[src/rtl/cracker_pkg.sv]
// Shared types and defaults for the hint-guided lock cracker.
// State encoding, default sizing and width helpers.
package cracker_pkg;

  localparam int unsigned WIDTH_D      = 10;
  localparam int unsigned HINT_W_D     = 4;
  localparam int unsigned SETTLE_D     = 2;
  localparam int unsigned ENTER_HOLD_D = 4;
  localparam int unsigned TIMEOUT_D    = 16;

  typedef enum logic [3:0] {
    S_IDLE,
    S_CHECK,
    S_INIT,
    S_BASE,
    S_PROBE,
    S_JUDGE,
    S_PRESS,
    S_WAIT_OPEN,
    S_FIN
  } cracker_state_t;

  // Bit index runs 0..width, so it needs room for width itself.
  function automatic int unsigned idx_w(input int unsigned width);
    return $clog2(width + 1);
  endfunction

  // One timer serves every wait, so size it for the longest one.
  function automatic int unsigned tmr_w(
    input int unsigned a,
    input int unsigned b,
    input int unsigned c
  );
    int unsigned m;
    m = a;
    if (b > m) m = b;
    if (c > m) m = c;
    return $clog2(m + 1);
  endfunction

endpackage

[src/rtl/hint_guided_cracker_timer.sv]
// Loadable down-counter with zero flag.
// Shared by the settle, enter-hold and open-timeout waits.
module cracker_timer #(
  parameter int unsigned W = 4
) (
  input  logic         clk_i,
  input  logic         rst_ni,
  input  logic         load_i,
  input  logic [W-1:0] val_i,
  output logic         zero_o
);

  logic [W-1:0] cnt_q;
  logic [W-1:0] cnt_d;

  // Load wins; otherwise count down and park at zero.
  always_comb begin
    cnt_d = cnt_q;
    if (load_i) begin
      cnt_d = val_i;
    end else if (cnt_q != '0) begin
      cnt_d = cnt_q - 1'b1;
    end
  end

  // Counter register.
  always_ff @(posedge clk_i or negedge rst_ni) begin
    if (!rst_ni) begin
      cnt_q <= '0;
    end else begin
      cnt_q <= cnt_d;
    end
  end

  assign zero_o = (cnt_q == '0);

endmodule

[src/rtl/hint_guided_cracker.sv]
// Greedy single-bit lock cracker driving attempt/ENTER from the hint.
// CRACKER_EARLY_EXIT_EN: stop probing once the hint reaches zero.
module hint_guided_cracker
  import cracker_pkg::*;
#(
  parameter int unsigned WIDTH      = WIDTH_D,
  parameter int unsigned HINT_W     = HINT_W_D,
  parameter int unsigned SETTLE     = SETTLE_D,
  parameter int unsigned ENTER_HOLD = ENTER_HOLD_D,
  parameter int unsigned TIMEOUT    = TIMEOUT_D
) (
  input  logic              MAX10_CLK1_50,
  input  logic              RESETN,
  input  logic              start,
  input  logic [HINT_W-1:0] hint,
  input  logic              is_locked,
  output logic [WIDTH-1:0]  attempt,
  output logic              enter,
  output logic              busy,
  output logic              done,
  output logic              success,
  output logic [HINT_W-1:0] probe_cnt
);

  localparam int unsigned IW = idx_w(WIDTH);
  localparam int unsigned TW = tmr_w(SETTLE, ENTER_HOLD, TIMEOUT);

  localparam logic [TW-1:0] SETTLE_LD = TW'(SETTLE - 1);
  localparam logic [TW-1:0] HOLD_LD   = TW'(ENTER_HOLD - 1);
  localparam logic [TW-1:0] TMO_LD    = TW'(TIMEOUT - 1);

  localparam logic [IW-1:0]     IDX_LAST  = IW'(WIDTH - 1);
  localparam logic [HINT_W-1:0] PROBE_MAX = HINT_W'(WIDTH);
  localparam logic [WIDTH-1:0]  ONE_HOT0  = WIDTH'(1);

  cracker_state_t    state_q, state_d;
  logic [WIDTH-1:0]  attempt_q, attempt_d;
  logic              enter_q, enter_d;
  logic              busy_q, busy_d;
  logic              done_q, done_d;
  logic              success_q, success_d;
  logic [HINT_W-1:0] probe_q, probe_d;
  logic [HINT_W-1:0] base_q, base_d;
  logic [IW-1:0]     idx_q, idx_d;

  logic              tmr_ld;
  logic [TW-1:0]     tmr_val;
  logic              tmr_zero;

  logic [HINT_W-1:0] h_in;
  logic [WIDTH-1:0]  cur_mask;
  logic [WIDTH-1:0]  nxt_mask;
  logic              keep;
  logic [HINT_W-1:0] base_nxt;
  logic [WIDTH-1:0]  att_nxt;
  logic              last;
  logic              early;

  cracker_timer #(
    .W (TW)
  ) u_timer (
    .clk_i  (MAX10_CLK1_50),
    .rst_ni (RESETN),
    .load_i (tmr_ld),
    .val_i  (tmr_val),
    .zero_o (tmr_zero)
  );

  assign h_in     = hint;
  assign cur_mask = ONE_HOT0 << idx_q;
  assign nxt_mask = cur_mask << 1;

  // A probe is kept only if it strictly lowers the mismatch count.
  assign keep     = h_in < base_q;
  assign base_nxt = keep ? h_in : base_q;
  assign att_nxt  = keep ? attempt_q : (attempt_q ^ cur_mask);
  assign last     = (idx_q == IDX_LAST);

`ifdef CRACKER_EARLY_EXIT_EN
  assign early = keep && (h_in == '0);
`else
  assign early = 1'b0;
`endif

  // Next-state and output decode for the cracking sequence.
  always_comb begin
    state_d   = state_q;
    attempt_d = attempt_q;
    enter_d   = enter_q;
    busy_d    = busy_q;
    done_d    = done_q;
    success_d = success_q;
    probe_d   = probe_q;
    base_d    = base_q;
    idx_d     = idx_q;
    tmr_ld    = 1'b0;
    tmr_val   = '0;
    unique case (state_q)
      S_IDLE: begin
        if (start) begin
          state_d   = S_CHECK;
          busy_d    = 1'b1;
          done_d    = 1'b0;
          success_d = 1'b0;
          probe_d   = '0;
          attempt_d = '0;
        end
      end
      S_CHECK: begin
        // Pressing an open lock would re-lock it with a new password.
        if (!is_locked) begin
          state_d   = S_FIN;
          success_d = 1'b1;
        end else begin
          state_d   = S_INIT;
          attempt_d = '0;
          idx_d     = '0;
          tmr_ld    = 1'b1;
          tmr_val   = SETTLE_LD;
        end
      end
      S_INIT: begin
        if (tmr_zero) begin
          state_d = S_BASE;
        end
      end
      S_BASE: begin
        base_d = h_in;
        if (h_in == '0) begin
          state_d = S_PRESS;
          enter_d = 1'b1;
          tmr_ld  = 1'b1;
          tmr_val = HOLD_LD;
        end else begin
          state_d   = S_PROBE;
          attempt_d = attempt_q ^ cur_mask;
          tmr_ld    = 1'b1;
          tmr_val   = SETTLE_LD;
        end
      end
      S_PROBE: begin
        if (tmr_zero) begin
          state_d = S_JUDGE;
          if (probe_q != PROBE_MAX) begin
            probe_d = probe_q + 1'b1;
          end
        end
      end
      S_JUDGE: begin
        base_d = base_nxt;
        idx_d  = idx_q + 1'b1;
        if (last || early) begin
          state_d   = S_PRESS;
          attempt_d = att_nxt;
          enter_d   = (base_nxt == '0);
          tmr_ld    = 1'b1;
          tmr_val   = HOLD_LD;
        end else begin
          // Revert and next toggle share one settle window.
          state_d   = S_PROBE;
          attempt_d = att_nxt ^ nxt_mask;
          tmr_ld    = 1'b1;
          tmr_val   = SETTLE_LD;
        end
      end
      S_PRESS: begin
        if (base_q != '0) begin
          state_d   = S_FIN;
          success_d = 1'b0;
        end else if (tmr_zero) begin
          state_d = S_WAIT_OPEN;
          enter_d = 1'b0;
          tmr_ld  = 1'b1;
          tmr_val = TMO_LD;
        end
      end
      S_WAIT_OPEN: begin
        if (!is_locked) begin
          state_d   = S_FIN;
          success_d = 1'b1;
        end else if (tmr_zero) begin
          state_d   = S_FIN;
          success_d = 1'b0;
        end
      end
      S_FIN: begin
        state_d = S_IDLE;
        busy_d  = 1'b0;
        done_d  = 1'b1;
      end
      default: begin
        state_d = S_IDLE;
      end
    endcase
  end

  // State and datapath registers; reset drops enter immediately.
  always_ff @(posedge MAX10_CLK1_50 or negedge RESETN) begin
    if (!RESETN) begin
      state_q   <= S_IDLE;
      attempt_q <= '0;
      enter_q   <= 1'b0;
      busy_q    <= 1'b0;
      done_q    <= 1'b0;
      success_q <= 1'b0;
      probe_q   <= '0;
      base_q    <= '0;
      idx_q     <= '0;
    end else begin
      state_q   <= state_d;
      attempt_q <= attempt_d;
      enter_q   <= enter_d;
      busy_q    <= busy_d;
      done_q    <= done_d;
      success_q <= success_d;
      probe_q   <= probe_d;
      base_q    <= base_d;
      idx_q     <= idx_d;
    end
  end

  assign attempt   = attempt_q;
  assign enter     = enter_q;
  assign busy      = busy_q;
  assign done      = done_q;
  assign success   = success_q;
  assign probe_cnt = probe_q;

endmodule

[config.mk]
export PLATFORM = sky130hd
export DESIGN_NAME = hint_guided_cracker
export DESIGN_NICKNAME = d
export VERILOG_FILES = /design/src/rtl/cracker_pkg.sv /design/src/rtl/hint_guided_cracker_timer.sv /design/src/rtl/hint_guided_cracker.sv
export SDC_FILE = /design/constraint.sdc
export NUM_CORES = 1
export LEC_CHECK = 0
export CORE_UTILIZATION = 60
export CTS_BUF_LIST = sky130_fd_sc_hd__clkbuf_8
export DETAILED_ROUTE_END_ITERATION = 7
export GPL_TIMING_DRIVEN = 0
export PLACE_DENSITY = 0.87
export SYNTH_ARGS = -nofsm -noshare
export SYNTH_HDL_FRONTEND = slang
export SYNTH_SLANG_ARGS = --single-unit
[constraint.sdc]
create_clock -name MAX10_CLK1_50 -period 5 [get_ports MAX10_CLK1_50]
set_clock_uncertainty 0.2 [all_clocks]
set_input_delay 0.5 -clock MAX10_CLK1_50 [delete_from_list [all_inputs] [get_ports MAX10_CLK1_50]]
set_output_delay 0.5 -clock MAX10_CLK1_50 [all_outputs]
set_load 0.01 [all_outputs]
# ---- Yosys cells after proc, flatten, opt, wreduce, memory -nomap -nowiden
# Cells that the tools add are included.
dict set report totals {
  register_bits 35
  out_inout_bits 18
  elab_cells 113
}
dict set report op_classes {
  addsub 3
  order_cmp 1
  eq_ne 24
  shifts 1
  n_mux 50
  n_bitwise 2
  n_reduce_logical 22
}
# op n
set ops {}
lappend ops {{$mux 4} 15}
lappend ops {{$mux 10} 5}
lappend ops {{$pmux 10 s4} 1}
lappend ops {{$pmux 4 s8} 1}
lappend ops {{$ne 2x2->1 const B} 12}
lappend ops {{$pmux 4 s2} 3}
lappend ops {{$xor 10x10->10} 2}
lappend ops {{$eq 4x3->1 const B} 4}
lappend ops {{$pmux 4 s4} 1}
lappend ops {{$reduce_and 5->1} 3}
lappend ops {{$mux 1} 13}
lappend ops {{$logic_not 4->1} 3}
lappend ops {{$reduce_bool 4->1} 3}
lappend ops {{$mux 5} 2}
lappend ops {{$reduce_bool 2->1} 5}
lappend ops {{$shl 1x4->10 const A} 1}
lappend ops {{$add 4x1->4 const B} 2}
lappend ops {{$eq 4x2->1 const B} 2}
lappend ops {{$eq 4x4->1 const B} 2}
lappend ops {{$mux 2} 4}
lappend ops {{$reduce_and 4->1} 2}
lappend ops {{$ne 3x3->1 const B} 2}
lappend ops {{$pmux 1 s3} 2}
lappend ops {{$logic_not 5->1} 1}
lappend ops {{10 further kinds} 12}

# ---- Longest topological paths before layout
dict set report depth {
  depth_word 6
  depth_mapped 8
}

# ---- By module
# A second synthesis with hierarchy kept.
dict set report hier_totals {
  cells_unflattened 314
  area_unflattened_um2 2688.8
}
# module n_inst cells_each area_each_um2
set by_module_without_submodules {}
lappend by_module_without_submodules {hint_guided_cracker 1 287 2409.8}
lappend by_module_without_submodules {cracker_timer 1 27 279.0}

# ---- Least setup slack after synthesis
# OpenSTA, ideal clock, no wires.
dict set report synth_timing {
  kind {input to register}
  from {input hint[3]}
  to {register base_q[0]}
  arrival_time_ps 1895
  setup_slack_ps 2780
  path_stages 6
  path_buffers 1
  cell_sequence {ha_1 -> a21oi_1 -> o21ai_0 -> buf_2 -> o21ai_2 -> mux2_2}
}
dict set report synth_between {
  elab_chain_len 3
}
# item line
set synth_rtl {}
lappend synth_rtl {{start, declared} hint_guided_cracker.sv:15} ;# input logic [HINT_W-1:0] hint,
lappend synth_rtl {{$lt 4x4->1} hint_guided_cracker.sv:74} ;# assign keep = h_in < base_q;
lappend synth_rtl {{$mux 4} hint_guided_cracker.sv:75} ;# assign base_nxt = keep ? h_in : base_q;
lappend synth_rtl {{$pmux 4 s2} hint_guided_cracker.sv:98} ;# unique case (state_q)
lappend synth_rtl {{end signal, assigned} hint_guided_cracker.sv:217} ;# base_q <= base_d;
lappend synth_rtl {{end, declared} hint_guided_cracker.sv:43} ;# logic [HINT_W-1:0] base_q, base_d;
# No other way between the ends.
# A chain may end at the register's enable or synchronous reset.

# ---- Worst setup path after layout
# Ends and elaborated chain as after synthesis.

==> impl_metrics.yaml <==
status:
  outcome: "complete, no violations"
floorplan:
  core_mm2: 0.00403
  start_util_pct: 63.2
  dieArea_mm2: 0.00451
  ios: 26
  row_count: 23
  die_y_um: 67.1
  die_w_um: 67.1
power_and_ir_drop:
  swShare_pct: 34.5
  seqPwrFrac_pct: 41.8
  p_int_mw: 0.668
  clkPwrFrac_pct: 22.2
  powerDensity_mw_per_mm2: 345
  switchingPower_mw: 0.351
  leakagePower_nw: 1.25
  max-vdd-ir-drop_mv: 0.273
  p_comb_share_pct: 36.0
global_routing:
  antenna_found_initial: 0
  grt_pass1_vias: 2227
  gr-total-overflow: 0
  grt_pass1_wl_mm: 10.1
  grt_max_degree: 36
  grt_usage_pct: 29.7
cells_and_area:
  drive_gt1_share_pct: 9.39
  antenna_cells: 0
  finalNetCount: 350
  fin_area_mm2: 0.00295
  syn_to_final_growth_pct: 16.0
critical_path:
  crit_fanout: 10
  path_class: "input pin to flip-flop"
  reg2reg_slack_ns: 2.54
  r2r-end: "base_q[0]"
  rr_worst_depth: 7
  crit_required_ns: 4.98
  endpoint_kind: "flip-flop"
  crit_arrival_ns: 2.69
  worstReg2RegStart: "base_q[3]"
  crit_path_start_kind: "input pin"
worst_hold_path:
  hold_class: "input pin to asynchronous set/reset pin"
logic_synthesis:
  synth_edf_count: 0
  yosysSeqAreaShare_pct: 34.4
  synth_area_leaders: "dfrtp_1 (34%), ha_1 (6.4%), nand2_1 (5.8%), o21ai_0 (5.3%), xnor2_1 (5.2%)"
  yosysUniqueCellTypes: 57
  yosysTopAreaCell: "dfrtp_1"
  synth_seq_cells: 35
  syn_area_per_cell_um2: 8.57
  syn-instance-count: 297
  syn_area_mm2: 0.00254
  synth_top_area_share_pct: 34.4
  synthTopCellsByCount: "nand2_1 (39), dfrtp_1 (35), o21ai_0 (27)"
  syn_nets: 318
  post-synth-top-count-cell: "nand2_1"
  ys.warnings.count: 0
  async_reset_ff_share_pct: 100
  synth_ff_type: "dfrtp_1"
cts:
  numCtsBuffers: 5
  cts-root-buf: "clkbuf_8"
  h-tree-depth: 2
  clk_pin_slew_worst_paths_ns: 0.07
  cts_num_sinks: 35
  insertion_delay_ns: 0.29
  holdBufCountCts: 0
  post_cts_buffers: 0
  tritoncts: "yes"
  ctsResizeCount: 0
  cts.path.max_buffers: 2
route:
  vias: 2320
  drtPass1Iterations: 4
  antenna_left: 0
  met2_length_mm: 2.99
  top_layer: "met4"
  wl_mm: 6.03
  wl_met3_um: 348
  wirelength_met1_mm: 2.60
  wl_per_cell_um: 15.9
  avgViaCountPerCell: 6.11
  drc: 0
  drtIter0Drc: 231
timing:
  tns_ns: 0
  setup_viol: 0
  grt_setup_unrepaired: "no"
  holdWs_ns: 0.103
  period_minus_slack_ns: 2.72
  final_max_slew_viol_count: 0
  period_share_pct: 54.4
  clock.fmax_mhz: 368
  maxSlewHeadroom_pct: 44.9
  tightest_slew_ns: 0.826
  fin_ws_ns: 2.28
  hold_viol: 0
placement:
  gp_congestion: 0.899
  pre_cts_slack_ns: 2.00
  port_buffers: 25
  place_area_mm2: 0.00285
  dp_hpwl_mm: 4.27
flow_run:
  maxCapViolCount: 0
## layer usage
| layer | GRT usage (%) | up-vias |
|---|---|---|
| met3 | 6.16 | 8 |
| met5 | 0 | - |
| met1 | 36.7 | 1106 |
| met4 | 12.8 | 0 |
| met2 | 49.8 | 80 |
| li1 | - | 1126 |
## state kept, by name, indices dropped and copies added (netlist names)
| signal | flops |
|---|---|
| attempt | 10 |
| enter | 1 |
| probe_cnt | 4 |
| idx_q | 4 |
| busy | 1 |
| state_q | 4 |
| success | 1 |
| done | 1 |
| u_timer.cnt_q | 5 |
| base_q | 4 |
## stage by stage
stage	std cells	power, mW	utilization (%)
after floorplan	297	0.632	-
after global placement	372	0.778	70.9
after detailed placement	372	0.794	70.8
after CTS	380	1.02	73.3
after global routing	380	1.09	73.3
final	380	1.02	73.3
## critical path, cell delays in order
cell,delay [ns]
clkdlybuf4s50_1,0.49
ha_1,0.35
a21oi_1,0.32
o21ai_0,0.21
buf_2,0.24
o21ai_2,0.22
mux2_2,0.36
## cell type report
cell class                      instances  area [um^2]
Multi-Input combinational cell        235         1560
Fill cell                             325         1080
Sequential cell                        35          876
Timing Repair Buffer                   25          245
Clock buffer                            7         96.3
Buffer                                 15         66.3
Tap cell                               50         62.6
Inverter                               12         45.0
Clock inverter                          1         3.75
## cells in the final DEF, fill, tap and decap left out, types with 10 or more instances in the layout
master | netlist | layout
ha_1 | 13 | 13
dfrtp_1 | 35 | 35
nand3_1 | 10 | 10
inv_1 | 12 | 13
clkdlybuf4s50_1 | 0 | 24
a21oi_1 | 20 | 20
o21ai_0 | 27 | 27
xnor2_1 | 15 | 15
nand2_1 | 39 | 39
nor2_1 | 19 | 19
## power by group through the flow
stage | Clock, mW | Sequential [mW] | Combinational (mW)
after floorplan | 0 | 0.439 | 0.193
after global placement | 0 | 0.425 | 0.353
after detailed placement | 0 | 0.429 | 0.365
after CTS | 0.231 | 0.424 | 0.369
after global routing | 0.244 | 0.436 | 0.406
final | 0.226 | 0.426 | 0.367
## cells by family (layout without fill, tap and decap cells)
family                   count (synthesis)  count (layout)  synth area share [%]
AND/OR/NAND/NOR                        122             122                  26.9
AO/OA/AOI/OAI                           78              78                  19.9
flip-flops                              35              35                  34.4
buffers and inverters                   27              60                  4.38
XOR/XNOR                                17              17                  5.85
adder cells (fa/ha/maj)                 13              13                  6.39
multiplexers                             5               5                  2.16
## worst max-delay path by stage
stage / from / endpoint / slack [ns]
2_1_floorplan: hint[3] / base_q[0] / 2.78
3_3_place_gp: hint[3] / base_q[0] / 1.98
3_5_place_dp: hint[3] / base_q[0] / 2.00
4_1_cts: hint[3] / base_q[0] / 2.31
5_1_grt: hint[3] / base_q[0] / 2.12
6_report: hint[3] / base_q[0] / 2.28
(Power assumes the default switching activity.)
